`config.mk`:
```
export PLATFORM = sky130hd
export DESIGN_NAME = touch_adc_spi_ctrl
export DESIGN_NICKNAME = d
export VERILOG_FILES = /design/src/rtl/touch_adc_spi_ctrl.sv
export SDC_FILE = /design/constraint.sdc
export NUM_CORES = 1
export LEC_CHECK = 0
export ABC_AREA = 0
export CORE_MARGIN = 5
export CORE_UTILIZATION = 55
export CTS_BUF_LIST = sky130_fd_sc_hd__clkbuf_8
export CTS_CLUSTER_DIAMETER = 50
export CTS_CLUSTER_SIZE = 20
export DETAILED_ROUTE_END_ITERATION = 12
export GPL_TIMING_DRIVEN = 0
export PLACE_DENSITY = 0.78
export SLEW_MARGIN = 40
export SYNTH_ARGS = -nofsm -noshare
export SYNTH_HDL_FRONTEND = slang
export SYNTH_SLANG_ARGS = --single-unit
```
`constraint.sdc`:
```
create_clock -name clock -period 3.6 [get_ports clock]
set_clock_uncertainty 0.05 [all_clocks]
set_input_delay 0.72 -clock clock [delete_from_list [all_inputs] [get_ports clock]]
set_output_delay 0.72 -clock clock [all_outputs]
set_load 0.01 [all_outputs]
```
`src/rtl/touch_adc_spi_ctrl.sv`:
```
// SPI controller for an AD7843-style touch ADC: debounced pen detection, X/Y conversion pairs, 12-bit results.
// Optional build macro TOUCH_AVG4_EN: average four valid pairs per dataReady strobe.
module touch_adc_spi_ctrl #(
   parameter int CLK_DIV      = 25,
   parameter int PEN_DEBOUNCE = 1000,
   parameter int SAMPLE_GAP   = 50000
) (
   input  logic        clock,
   input  logic        reset_n,
   input  logic        iPENIRQ_n,
   input  logic        iADC_DOUT,
   input  logic        iADC_BUSY,
   output logic        oADC_CS_n,
   output logic        oADC_DCLK,
   output logic        oADC_DIN,
   output logic [11:0] oREG_X,
   output logic [11:0] oREG_Y,
   output logic        dataReady
);
   localparam int DIV_W = (CLK_DIV > 1) ? $clog2(CLK_DIV) : 1;
   localparam int DEB_W = (PEN_DEBOUNCE > 1) ? $clog2(PEN_DEBOUNCE) : 1;
   localparam int GAP_W = (SAMPLE_GAP > 0) ? $clog2(SAMPLE_GAP + 1) : 1;
   localparam logic [DIV_W-1:0] DIV_LAST = DIV_W'(CLK_DIV - 1);
   localparam logic [DIV_W-1:0] DIV_ONE  = DIV_W'(1);
   localparam logic [DEB_W-1:0] DEB_LAST = DEB_W'(PEN_DEBOUNCE - 1);
   localparam logic [DEB_W-1:0] DEB_ONE  = DEB_W'(1);
   localparam logic [GAP_W-1:0] GAP_LAST = GAP_W'(SAMPLE_GAP);
   localparam logic [GAP_W-1:0] GAP_ONE  = GAP_W'(1);
   localparam logic [7:0]       CMD_X    = 8'h90;
   localparam logic [7:0]       CMD_Y    = 8'hD0;

   typedef enum logic [2:0] {
      IDLE     = 3'd0,
      DEBOUNCE = 3'd1,
      START    = 3'd2,
      SHIFT    = 3'd3,
      GAP      = 3'd4,
      DONE     = 3'd5,
      WAIT     = 3'd6
   } state_t;

   state_t           state_r;
   logic             channel_r;
   logic [DIV_W-1:0] div_r;
   logic [DEB_W-1:0] deb_r;
   logic [GAP_W-1:0] gap_r;
   logic [4:0]       bit_r;
   logic             phase_hi_r;
   logic [11:0]      shift_r;
   logic [11:0]      x_res_r;
   logic             pen_ok_r;
   logic             pen_meta_r, pen_sync_r, dout_meta_r, dout_sync_r;
   logic [7:0]       cmd_s;
   logic             din_next_s;
   logic             div_end_s;
   logic             sample_s;
   logic             pair_valid_s;
   logic             busy_unused_s;

`ifdef TOUCH_AVG4_EN
   logic [13:0] sum_x_r, sum_y_r;
   logic [1:0]  pair_r;
   logic [13:0] sum_x_next_s, sum_y_next_s;
   assign sum_x_next_s = sum_x_r + {2'b00, x_res_r};
   assign sum_y_next_s = sum_y_r + {2'b00, shift_r};
`endif

   assign busy_unused_s = iADC_BUSY;
   assign cmd_s         = channel_r ? CMD_Y : CMD_X;
   assign div_end_s     = (div_r == DIV_LAST);
   // data bits arrive on DCLK rising edges 10..21; captured at the end of each high half
   assign sample_s      = (bit_r >= 5'd9) && (bit_r <= 5'd20);
   assign pair_valid_s  = pen_ok_r && !pen_sync_r;

   // next DIN bit presented at the falling edge that closes period bit_r
   always_comb begin
      din_next_s = 1'b0;
      if (bit_r < 5'd7) begin
         din_next_s = cmd_s[3'd6 - bit_r[2:0]];
      end else begin
         din_next_s = 1'b0;
      end
   end

   // two-flop synchronisers for the asynchronous ADC inputs
   always_ff @(posedge clock or negedge reset_n) begin
      if (!reset_n) begin
         pen_meta_r  <= 1'b1;
         pen_sync_r  <= 1'b1;
         dout_meta_r <= 1'b0;
         dout_sync_r <= 1'b0;
      end else begin
         pen_meta_r  <= iPENIRQ_n;
         pen_sync_r  <= pen_meta_r;
         dout_meta_r <= iADC_DOUT;
         dout_sync_r <= dout_meta_r;
      end
   end

   // conversion sequencer with registered SPI and result outputs
   always_ff @(posedge clock or negedge reset_n) begin
      if (!reset_n) begin
         state_r    <= IDLE;
         channel_r  <= 1'b0;
         div_r      <= '0;
         deb_r      <= '0;
         gap_r      <= '0;
         bit_r      <= 5'd0;
         phase_hi_r <= 1'b0;
         shift_r    <= 12'd0;
         x_res_r    <= 12'd0;
         pen_ok_r   <= 1'b0;
         oADC_CS_n  <= 1'b1;
         oADC_DCLK  <= 1'b0;
         oADC_DIN   <= 1'b0;
         oREG_X     <= 12'd0;
         oREG_Y     <= 12'd0;
         dataReady  <= 1'b0;
`ifdef TOUCH_AVG4_EN
         sum_x_r    <= 14'd0;
         sum_y_r    <= 14'd0;
         pair_r     <= 2'd0;
`endif
      end else begin
         dataReady <= 1'b0;
         if ((state_r == START || state_r == SHIFT || state_r == GAP) && pen_sync_r) begin
            pen_ok_r <= 1'b0;
         end
         case (state_r)
            IDLE: begin
               oADC_CS_n <= 1'b1;
               oADC_DCLK <= 1'b0;
               oADC_DIN  <= 1'b0;
               if (!pen_sync_r) begin
                  state_r <= DEBOUNCE;
                  deb_r   <= DEB_ONE;
               end
            end
            DEBOUNCE: begin
               if (pen_sync_r) begin
                  state_r <= IDLE;
                  deb_r   <= '0;
               end else if (deb_r >= DEB_LAST) begin
                  state_r   <= START;
                  channel_r <= 1'b0;
                  div_r     <= '0;
                  pen_ok_r  <= 1'b1;
                  shift_r   <= 12'd0;
                  oADC_CS_n <= 1'b0;
                  oADC_DCLK <= 1'b0;
                  oADC_DIN  <= CMD_X[7];
               end else begin
                  deb_r <= deb_r + DEB_ONE;
               end
            end
            START: begin
               if (div_end_s) begin
                  div_r      <= '0;
                  bit_r      <= 5'd0;
                  phase_hi_r <= 1'b1;
                  oADC_DCLK  <= 1'b1;
                  state_r    <= SHIFT;
               end else begin
                  div_r <= div_r + DIV_ONE;
               end
            end
            SHIFT: begin
               if (!div_end_s) begin
                  div_r <= div_r + DIV_ONE;
               end else begin
                  div_r <= '0;
                  if (phase_hi_r) begin
                     if (sample_s) begin
                        shift_r <= {shift_r[10:0], dout_sync_r};
                     end
                     oADC_DCLK  <= 1'b0;
                     oADC_DIN   <= din_next_s;
                     phase_hi_r <= 1'b0;
                  end else if (bit_r != 5'd23) begin
                     oADC_DCLK  <= 1'b1;
                     phase_hi_r <= 1'b1;
                     bit_r      <= bit_r + 5'd1;
                  end else if (!channel_r) begin
                     x_res_r   <= shift_r;
                     oADC_CS_n <= 1'b1;
                     oADC_DIN  <= 1'b0;
                     state_r   <= GAP;
                  end else begin
                     // results are loaded on entry so they are valid during the DONE-cycle strobe
                     oADC_CS_n <= 1'b1;
                     oADC_DIN  <= 1'b0;
                     state_r   <= DONE;
`ifdef TOUCH_AVG4_EN
                     if (pair_valid_s) begin
                        if (pair_r == 2'd3) begin
                           oREG_X    <= sum_x_next_s[13:2];
                           oREG_Y    <= sum_y_next_s[13:2];
                           dataReady <= 1'b1;
                           sum_x_r   <= 14'd0;
                           sum_y_r   <= 14'd0;
                           pair_r    <= 2'd0;
                        end else begin
                           sum_x_r <= sum_x_next_s;
                           sum_y_r <= sum_y_next_s;
                           pair_r  <= pair_r + 2'd1;
                        end
                     end else begin
                        sum_x_r <= 14'd0;
                        sum_y_r <= 14'd0;
                        pair_r  <= 2'd0;
                     end
`else
                     if (pair_valid_s) begin
                        oREG_X    <= x_res_r;
                        oREG_Y    <= shift_r;
                        dataReady <= 1'b1;
                     end
`endif
                  end
               end
            end
            GAP: begin
               if (div_end_s) begin
                  div_r     <= '0;
                  channel_r <= 1'b1;
                  shift_r   <= 12'd0;
                  oADC_CS_n <= 1'b0;
                  oADC_DIN  <= CMD_Y[7];
                  state_r   <= START;
               end else begin
                  div_r <= div_r + DIV_ONE;
               end
            end
            DONE: begin
               gap_r   <= '0;
               state_r <= WAIT;
            end
            WAIT: begin
               if (gap_r != GAP_LAST) begin
                  gap_r <= gap_r + GAP_ONE;
               end else if (!pen_sync_r) begin
                  state_r   <= START;
                  channel_r <= 1'b0;
                  div_r     <= '0;
                  pen_ok_r  <= 1'b1;
                  shift_r   <= 12'd0;
                  oADC_CS_n <= 1'b0;
                  oADC_DCLK <= 1'b0;
                  oADC_DIN  <= CMD_X[7];
               end else begin
                  state_r <= IDLE;
               end
            end
            default: begin
               state_r   <= IDLE;
               oADC_CS_n <= 1'b1;
               oADC_DCLK <= 1'b0;
               oADC_DIN  <= 1'b0;
            end
         endcase
      end
   end
endmodule
```
Yosys cells after proc, flatten, opt, wreduce, memory -nomap -nowiden. Cells that the tools add are included.

Add/sub/neg operators: 5. Multiply operators: 0. Div/mod/pow operators: 0. $lt $le $gt $ge: 5. Equality and inequality tests: 27. Shifts and indexed selects: 0. Mux-type cells: 81. Bitwise logic cells: 5. Reduce and logical (&&, ||, !) cells: 29.

Operator list (count): 12-bit 2-to-1 mux (8); 12-bit case mux with 4 select lines (1); 5-bit 2-to-1 mux (9); 1-bit 2-to-1 mux (36); 16-bit case mux with 2 select lines (1); 10-bit 2-to-1 mux (3); 3-bit 2-to-1 mux (9); 2-bit inequality test (second input constant) (13); 8-bit AND reduction (3); 3-bit case mux with 7 select lines (1); 10-bit case mux with 2 select lines (1); 9-bit AND reduction (2); 16-bit by 1-bit adder with 16-bit output (second input constant) (1); 16-bit 2-to-1 mux (1); 16-bit inequality test (second input constant) (1); 1-bit case mux with 5 select lines (3); 5-bit case mux with 3 select lines (1); 5-bit AND reduction (3); 6-bit AND reduction (2); 10-bit by 1-bit adder with 10-bit output (second input constant) (1); 5-bit by 1-bit adder with 5-bit output (second input constant) (2); 10-bit >= comparator (second input constant) (1); 5-bit case mux with 2 select lines (1); 3-bit == test (second input constant) (3); 29 further kinds (45).

Register bits: 98. Bits in latches: 0. Memory bits (writable): 0. Memory bits (read-only): 0. Word-level logic and storage cells: 172. Memories: 0.

Longest topological paths before layout. Gate-level depths: netlist of the first run.

Depth in word-level cells: 8. Depth in mapped cells: 10.

Worst setup path before layout of the first run. Ideal clock, no wire load.

Path kind: register to register. Start point: register div_r[0]. End point: register oREG_X[10]. Library setup time: 0.125 ns. Data arrival time: 2.020 ns. Required time: 3.425 ns. Path slack: 1.405 ns. Cell stages (with the launch flop): 10. Path buffers: 3. Period minus slack after synthesis: 2.195 ns. Path through: dfrtp_1 -> inv_1 -> ha_1 -> and4b_1 -> buf_6 -> nand3_4 -> or4_4 -> buf_6 -> buf_12 -> mux2_4.

Word-level cells in the longest chain between the ends: 2.

Ends and longest elaborated chain: from (decl) (line 44) `logic [DIV_W-1:0] div_r;`; from (signal assigned) (line 164) `div_r <= div_r + DIV_ONE;`; from (signal assigned) (line 169) `div_r <= div_r + DIV_ONE;`; from (signal assigned) (line 231) `div_r <= div_r + DIV_ONE;`; 5-bit == test (line 70) `assign div_end_s = (div_r == DIV_LAST);`; 6-bit AND reduction (no source line); to (signal assigned) (line 214) `oREG_X <= x_res_r;`; to (decl) (line 16) `output logic [11:0] oREG_X,`.

Every way passes these cells. A chain may end at the register's enable or synchronous reset.

Final worst setup path of the first run.
Start point: register bit_r[0]. End point: register oREG_Y[5].

Word-level cells in the longest chain between the ends: 3.

Ends and longest elaborated chain: from (decl) (line 47) `logic [4:0] bit_r;`; from (signal assigned) (line 182) `bit_r <= bit_r + 5'd1;`; 5-bit inequality test (line 179) `end else if (bit_r != 5'd23) begin`; 1-bit inverter (no source line); 6-bit AND reduction (no source line); to (signal assigned) (line 215) `oREG_Y <= shift_r;`; to (decl) (line 17) `output logic [11:0] oREG_Y,`.

Every way passes these cells.

==> metrics.md, run 1 <==
| Metric | Value |
|---|---|
| CTS buffer count | `9` |
| Critical Path, Cell by Cell | `ha_1, and3b_2, nand3_4, or4_4, buf_6, clkbuf_1, o21ai_0` |
| Final Util | `0.640` |
| CTS root buf | `clkbuf_8` |
| Post-CTS sizing | `0` |
| Final cell count without fillers | `621` |
| Clock Latency Late Sink | `0.38 ns` |
| Avg WL per Cell | `16.3 um` |
| FFs w/ async S/R, synth | `1.00` |
| Initial antenna violation count | `0` |
| Vias | `3667` |
| TritonRoute pass-1 iters | `5` |
| Seq cells post-synth | `98` |
| Chip width | `104 um` |
| First-pass GRT wire length | `17900 um` |
| Largest net degree at the start of global routing | `59` |
| Worst slew margin | `0.550` |
| Hold_buf cts | `0` |
| Core outline area | `8640 um^2` |
| Final period util | `0.667` |
| Total Routed Length | `10100 um` |
| Final max-slew violation count | `0` |
| Critical setup path kind | `reg2reg` |
| Comb pwr share | `0.279` |
| Post-synthesis sequential area ratio | `0.507` |
| Post-DP HPWL | `7230 um` |
| DP Worst Slack | `1.19 ns` |
| Crit path largest cell delay | `0.52 ns` |
| Area delta synth->final | `14.0%` |
| Switching Share | `0.356` |
| Worst Hold Class | `in2async` |
| Initial Util | `0.561` |
| Reg-to-reg slack, setup | `1.20 ns` |
| DR iter-0 viols | `203` |
| Area of the multi-input gates | `2170 um^2` |
| Ant. Diodes | `0` |
| Syn nets | `479` |
| Int Pwr | `1.76 mW` |
| Syn Inst Count | `465` |
| CP arrival | `2.64 ns` |
| Leakage | `2.49 nW` |
| Boundary pin count | `33` |
| Critical Path Source Type | `register` |
| H-tree Lvls | `3` |
| IO buf count | `31` |
| Rows | `34` |
| Worst setup EP type | `register` |
| Layout Nets | `522` |
| Placed cells | `605` |
| Seq pwr share | `0.462` |
| # setup viols final | `0` |
| Main synth FF type | `dfrtp_1` |
| ANT nets after route | `0` |
| Max-cap violations | `0` |
| Peak supply drop | `0.295 mV` |
| Switching pwr | `0.968 mW` |
| Reg area | `2460 um^2` |
| GRT Total Usage | `0.198` |
| Fill cells | `688` |
| Ys Warns | `0` |
| Status | `complete, no violations` |
| Clk slew on worst S/H paths | `0.11 ns` |
| Routed vias/inst | `5.90` |
| Clock Tree Buf Depth | `2` |
| Die Height | `104 um` |
| Avg Synthesized Cell Area | `10.4 um^2` |
| Share of layout cells above drive strength 1 | `0.144` |
| CP max stage cell | `dfrtp_1` |
| Least-Margin Pin Slew | `0.666 ns` |
| CP required | `3.84 ns` |
| Cell area after synthesis | `4850 um^2` |
| EDFF count, synth | `0` |
| Worst Slack Setup Final | `1.20 ns` |
| Pwr Density | `493 nW/um^2` |
| CTS tree | `yes` |
| RSZ-0062 raised after global routing | `no` |
| Gr ovfl total | `0` |
| Postcts setup bufs | `0` |
| DRC errors left | `0` |
| Setup_tns | `0 ns` |
| Hold Vio Cnt, Final | `0` |
| Number of global-route vias before repair | `3664` |
| CP Max Fanout | `10` |
| # clock sinks | `98` |
| Synth cell types | `66` |
| GPL Wtd Cong | `0.892` |
| Final min period | `2.40 ns` |
| Clock network power share | `0.259` |
| Die area | `10800 um^2` |
| Fmax achieved | `0.416 GHz` |
| Total power | `2.72 mW` |
==> layout by cell type, fill, tap and decap left out, drive strengths merged, types with 3 or more instances in the layout <==
| cell | n |
|---|---|
| o31ai | 8 |
| nor3 | 8 |
| or4 | 3 |
| and4 | 4 |
| dfstp | 3 |
| clkbuf | 20 |
| or3 | 3 |
| and3 | 6 |
| nand4 | 11 |
| xnor2 | 6 |
| a31oi | 7 |
| ha | 9 |
| nand3 | 10 |
| dfrtp | 95 |
| nor4 | 6 |
| o21ai | 44 |
| nand2b | 4 |
| nor2b | 4 |
| o211ai | 5 |
| buf | 14 |
| and4b | 3 |
| mux2 | 29 |
| nand2 | 56 |
| clkdlybuf4s50 | 30 |
| o22ai | 4 |
| nor2 | 31 |
| xor2 | 4 |
| inv | 27 |
| a21oi | 12 |
| mux2i | 13 |
==> sequential cells by signal, summed over array words and instances (netlist names), 3 cells and up <==
register,count
oREG_Y,12
bit_r,5
deb_r,10
div_r,5
oREG_X,12
gap_r,16
shift_r,12
state_r,3
x_res_r,12
==> worst max-delay path, delay by kind of cell, from the launching register on <==
| family | cells | cell delay (ns) |
|---|---|---|
| flops | 1 | 0.52 |
| simple gates | 3 | 0.83 |
| fa+ha+maj | 1 | 0.26 |
| compound gates | 1 | 0.28 |
| buf+inv | 2 | 0.38 |
==> per-layer routing <==
layer | vias to the layer above | track usage | wire (um)
li1 | 1752 | - | -
met1 | 1797 | 0.268 | 4490
met2 | 102 | 0.320 | 4930
met3 | 16 | 0.0341 | 541
met4 | 0 | 0.0731 | 146
met5 | - | 0 | 0
==> power by group through the flow <==
| stage | Sequential [mW] | Combinational [mW] | Clock (mW) |
|---|---|---|---|
| 5_1_grt | 1.27 | 0.847 | 0.769 |
| 3_5_place_dp | 1.28 | 0.747 | 0 |
| 2_1_floorplan | 1.26 | 0.543 | 0 |
| 4_1_cts | 1.26 | 0.755 | 0.722 |
| 3_3_place_gp | 1.27 | 0.725 | 0 |
| 6_report | 1.26 | 0.760 | 0.706 |
==> synthesized netlist by cell type (4+ instances only) <==
library cell,instances,area [um^2]
o31ai_1,8,60.1
and3_1,6,37.5
nand3_1,9,45.0
ha_1,9,113
o211ai_1,5,37.5
buf_2,6,30.0
mux2i_1,13,130
a21oi_1,12,60.1
and4_1,4,35.0
o21ai_0,44,220
dfrtp_1,95,2380
inv_1,22,82.6
clkbuf_1,10,37.5
nor3_1,8,40.0
mux2_2,21,236
xor2_1,4,35.0
a31oi_1,7,43.8
nor2b_1,4,25.0
xnor2_1,6,52.6
nor4_1,5,31.3
nand2_1,56,210
o22ai_1,4,25.0
nand4_1,11,68.8
mux2_4,7,105
nor2_1,30,113
nand2b_1,4,25.0
==> kinds of logic after synthesis <==
kind of cell / Yosys count / share of synthesized area
and+or+nand+nor: 162 / 0.176
AOI/OAI and AO/OA: 98 / 0.131
DFF: 98 / 0.507
buffers and inverters: 46 / 0.0454
muxes: 42 / 0.0996
xor gates and xnor gates: 10 / 0.0181
adders and majority gates: 9 / 0.0232
==> final cells by class <==
class | count | area share
plain buffers | 23 | 0.0242
well taps | 108 | 0.0245
multi-input cells | 321 | 0.393
flip-flops and latches | 98 | 0.445
inverters | 23 | 0.0156
clock inverters | 7 | 0.0136
repair buffers | 32 | 0.0621
clock buffers | 9 | 0.0224
==> per-stage QoR <==
step	hold slack [ns]	area [um^2]
floorplan	0.281	4850
global placement	0.286	5290
detailed placement	0.289	5330
CTS	0.150	5520
global route	0.161	5520
finish	0.145	5520
==> final timing paths <==
path | start | to | depth (start not counted)
max in group asynchronous | reset_n | oADC_CS_n$_DFFE_PN1P_ | 2
setup / recovery | bit_r[0]$_DFFE_PN0P_ | oREG_Y[5]$_DFFE_PN0P_ | 7
setup reg to reg | bit_r[0]$_DFFE_PN0P_ | oREG_Y[5]$_DFFE_PN0P_ | 7
hold / removal | reset_n | oREG_X[6]$_DFFE_PN0P_ | 1
hold reg to reg | dout_meta_r$_DFF_PN0_ | dout_sync_r$_DFF_PN0_ | 0
min in group clock | dout_meta_r$_DFF_PN0_ | dout_sync_r$_DFF_PN0_ | 0
No activity file was read; power rests on OpenSTA's default activity.
==> run 2: changes to the inputs <==
==> constraint.sdc (replaced) <==
create_clock -name clock -period 2.4 [get_ports clock]
set_clock_uncertainty 0.05 [all_clocks]
set_input_delay 0.48 -clock clock [delete_from_list [all_inputs] [get_ports clock]]
set_output_delay 0.48 -clock clock [all_outputs]
set_load 0.01 [all_outputs]
==> metrics.md, run 2 (synthesis results as in run 1) <==
| Metric | Value |
|---|---|
| # setup viols final | `0 (unchanged)` |
| Crit path from | `div_r[0]$_DFFE_PN0P_ (was bit_r[0]$_DFFE_PN0P_)` |
| Hold Vio Cnt, Final | `0 (unchanged)` |
| Boundary pin count | `33 (unchanged)` |
| Area delta synth->final | `15.4% (was 14.0%)` |
| CP required | `2.61 ns (was 3.84 ns)` |
| Clock Tree Buf Depth | `2 (unchanged)` |
| Rows | `34 (unchanged)` |
| Pwr Density | `738 nW/um^2 (was 493 nW/um^2)` |
| Share of layout cells above drive strength 1 | `0.166 (was 0.144)` |
| Fmax achieved | `0.433 GHz (was 0.416 GHz)` |
| TritonRoute pass-1 iters | `5 (unchanged)` |
| Biggest register | `gap_r (unchanged)` |
| CP Max Fanout | `10 (unchanged)` |
| Total Routed Length | `10200 um (was 10100 um)` |
| Worst slew margin | `0.522 (was 0.550)` |
| Critical setup path kind | `reg2reg (unchanged)` |
| Final period util | `0.962 (was 0.667)` |
| Layout Nets | `526 (was 522)` |
| DR iter-0 viols | `188 (was 203)` |
| Final min period | `2.31 ns (was 2.40 ns)` |
| First-pass GRT wire length | `17900 um (about the same)` |
| Most common cell after layout, fill and taps aside | `dfrtp_1 (unchanged)` |
| Clk slew on worst S/H paths | `0.10 ns (was 0.11 ns)` |
| Die area | `10800 um^2 (unchanged)` |
| Clock Latency Late Sink | `0.38 ns (about the same)` |
| ANT nets after route | `0 (unchanged)` |
| Ant. Diodes | `0 (unchanged)` |
| Initial Util | `0.561 (unchanged)` |
| Max reg flops | `16 (unchanged)` |
| Post-DP HPWL | `7230 um (unchanged)` |
| Max-cap violations | `0 (unchanged)` |
| Leakage | `2.52 nW (was 2.49 nW)` |
| Hold slack | `0.306 ns (was 0.145 ns)` |
| Worst Slack Setup Final | `0.0902 ns (was 1.20 ns)` |
| Status | `complete, no violations (unchanged)` |
| GRT Total Usage | `0.198 (about the same)` |
| DRC errors left | `0 (unchanged)` |
| CTS buffer count | `9 (unchanged)` |
| Least-Margin Pin Slew | `0.707 ns (was 0.666 ns)` |
| # clock sinks | `98 (unchanged)` |
| Avg WL per Cell | `16.3 um (about the same)` |
| Routed vias/inst | `5.95 (was 5.90)` |
| Final max-slew violation count | `0 (unchanged)` |
| Vias | `3720 (was 3667)` |
| Largest net degree at the start of global routing | `59 (unchanged)` |
| Gr ovfl total | `0 (unchanged)` |
| Die Height | `104 um (unchanged)` |
| CTS tree | `yes (unchanged)` |
| Commonest non-fill, non-tap cells in the layout | `dfrtp_1 (93), nand2_1 (56), o21ai_0 (43), clkdlybuf4s50_1 (30), nor2_1 (29) (was dfrtp_1 (95), nand2_1 (56), o21ai_0 (44), nor2_1 (30), clkdlybuf4s50_1 (30))` |
| Worst Hold Class | `reg2reg (was in2async)` |
| Hold path start | `dout_meta_r$_DFF_PN0_` |
| Number of global-route vias before repair | `3669 (was 3664)` |
| Initial antenna violation count | `0 (unchanged)` |
| Chip width | `104 um (unchanged)` |
| DP Worst Slack | `-0.0106 ns (was 1.19 ns)` |
| Worst setup EP type | `register (unchanged)` |
| Critical Path Source Type | `register (unchanged)` |
| CTS root buf | `clkbuf_8 (unchanged)` |
| IO buf count | `31 (unchanged)` |
| CP arrival | `2.52 ns (was 2.64 ns)` |
| H-tree Lvls | `3 (unchanged)` |
| GPL Wtd Cong | `0.892 (unchanged)` |
| Core outline area | `8640 um^2 (unchanged)` |
| RSZ-0062 raised after global routing | `yes (was no)` |
| Peak supply drop | `0.443 mV (was 0.295 mV)` |
| Final Util | `0.648 (was 0.640)` |
| Worst R2R Start | `div_r[0]$_DFFE_PN0P_ (was bit_r[0]$_DFFE_PN0P_)` |
run 2: timing repair:
action / 4_1_cts / 5_1_grt
buffers inserted: 0 / 4
endpoints found under the setup margin: 7 / 38
pin swaps: 0 / 2
gates resized for setup: 1 / 11
hold endpoints to repair: 38 / 0
gates cloned: 0 / 0
hold buffers: 1 / 0
run 2: final timing paths:
path	endpoint	slack [ns]	cells after the start
setup / recovery	oREG_X[9]$_DFFE_PN0P_	0.09	9
hold / removal	dout_sync_r$_DFF_PN0_	0.31	0
setup reg to reg	oREG_X[9]$_DFFE_PN0P_	0.09	9
hold reg to reg	dout_sync_r$_DFF_PN0_	0.31	0
max in group asynchronous	oADC_CS_n$_DFFE_PN1P_	1.16	3
min in group asynchronous	oREG_X[6]$_DFFE_PN0P_	0.51	2
run 2: layout make-up:
class                           count  area, um^2
Clock inverter                      7        75.1
Inverter                           23        86.3
Fill cell                         682        3040
Tap cell                          108         135
Sequential cell                    98        2460
Buffer                             22         139
Multi-Input combinational cell    321        2190
Clock buffer                        9         124
Timing Repair Buffer               37         383
run 2: routing by layer:
layer	part of all wire	global-route usage	vias up	wire length, um
li1	-	-	1758	-
met1	0.44	0.268	1833	4530
met2	0.49	0.320	114	5020
met3	0.047	0.0348	15	483
met4	0.016	0.0731	0	161
met5	0	0	-	0
run 2: report_power, final:
part	internal (mW)	switching, mW
Sequential	1.78	0.108
Clock	0.415	0.641
Combinational	0.464	0.720
run 2: metrics by stage:
stage | cell area, um^2 | power (mW) | std cells | TNS (ns)
finish | 5590 | 4.13 | 625 | 0
global placement | 5290 | 3.00 | 604 | -262.65
detailed placement | 5330 | 3.04 | 605 | -0.0106
CTS | 5540 | 4.11 | 622 | 0
floorplan | 4850 | 2.71 | 465 | 0
global route | 5590 | 4.37 | 625 | 0
run 2: critical path, cell delays in order, from the launching register on:
cell	delay, ns
dfrtp_1	0.42
inv_1	0.07
ha_1	0.16
and4b_1	0.21
buf_6	0.12
nand3_4	0.07
or4_4	0.49
buf_8	0.16
buf_12	0.15
mux2_4	0.29
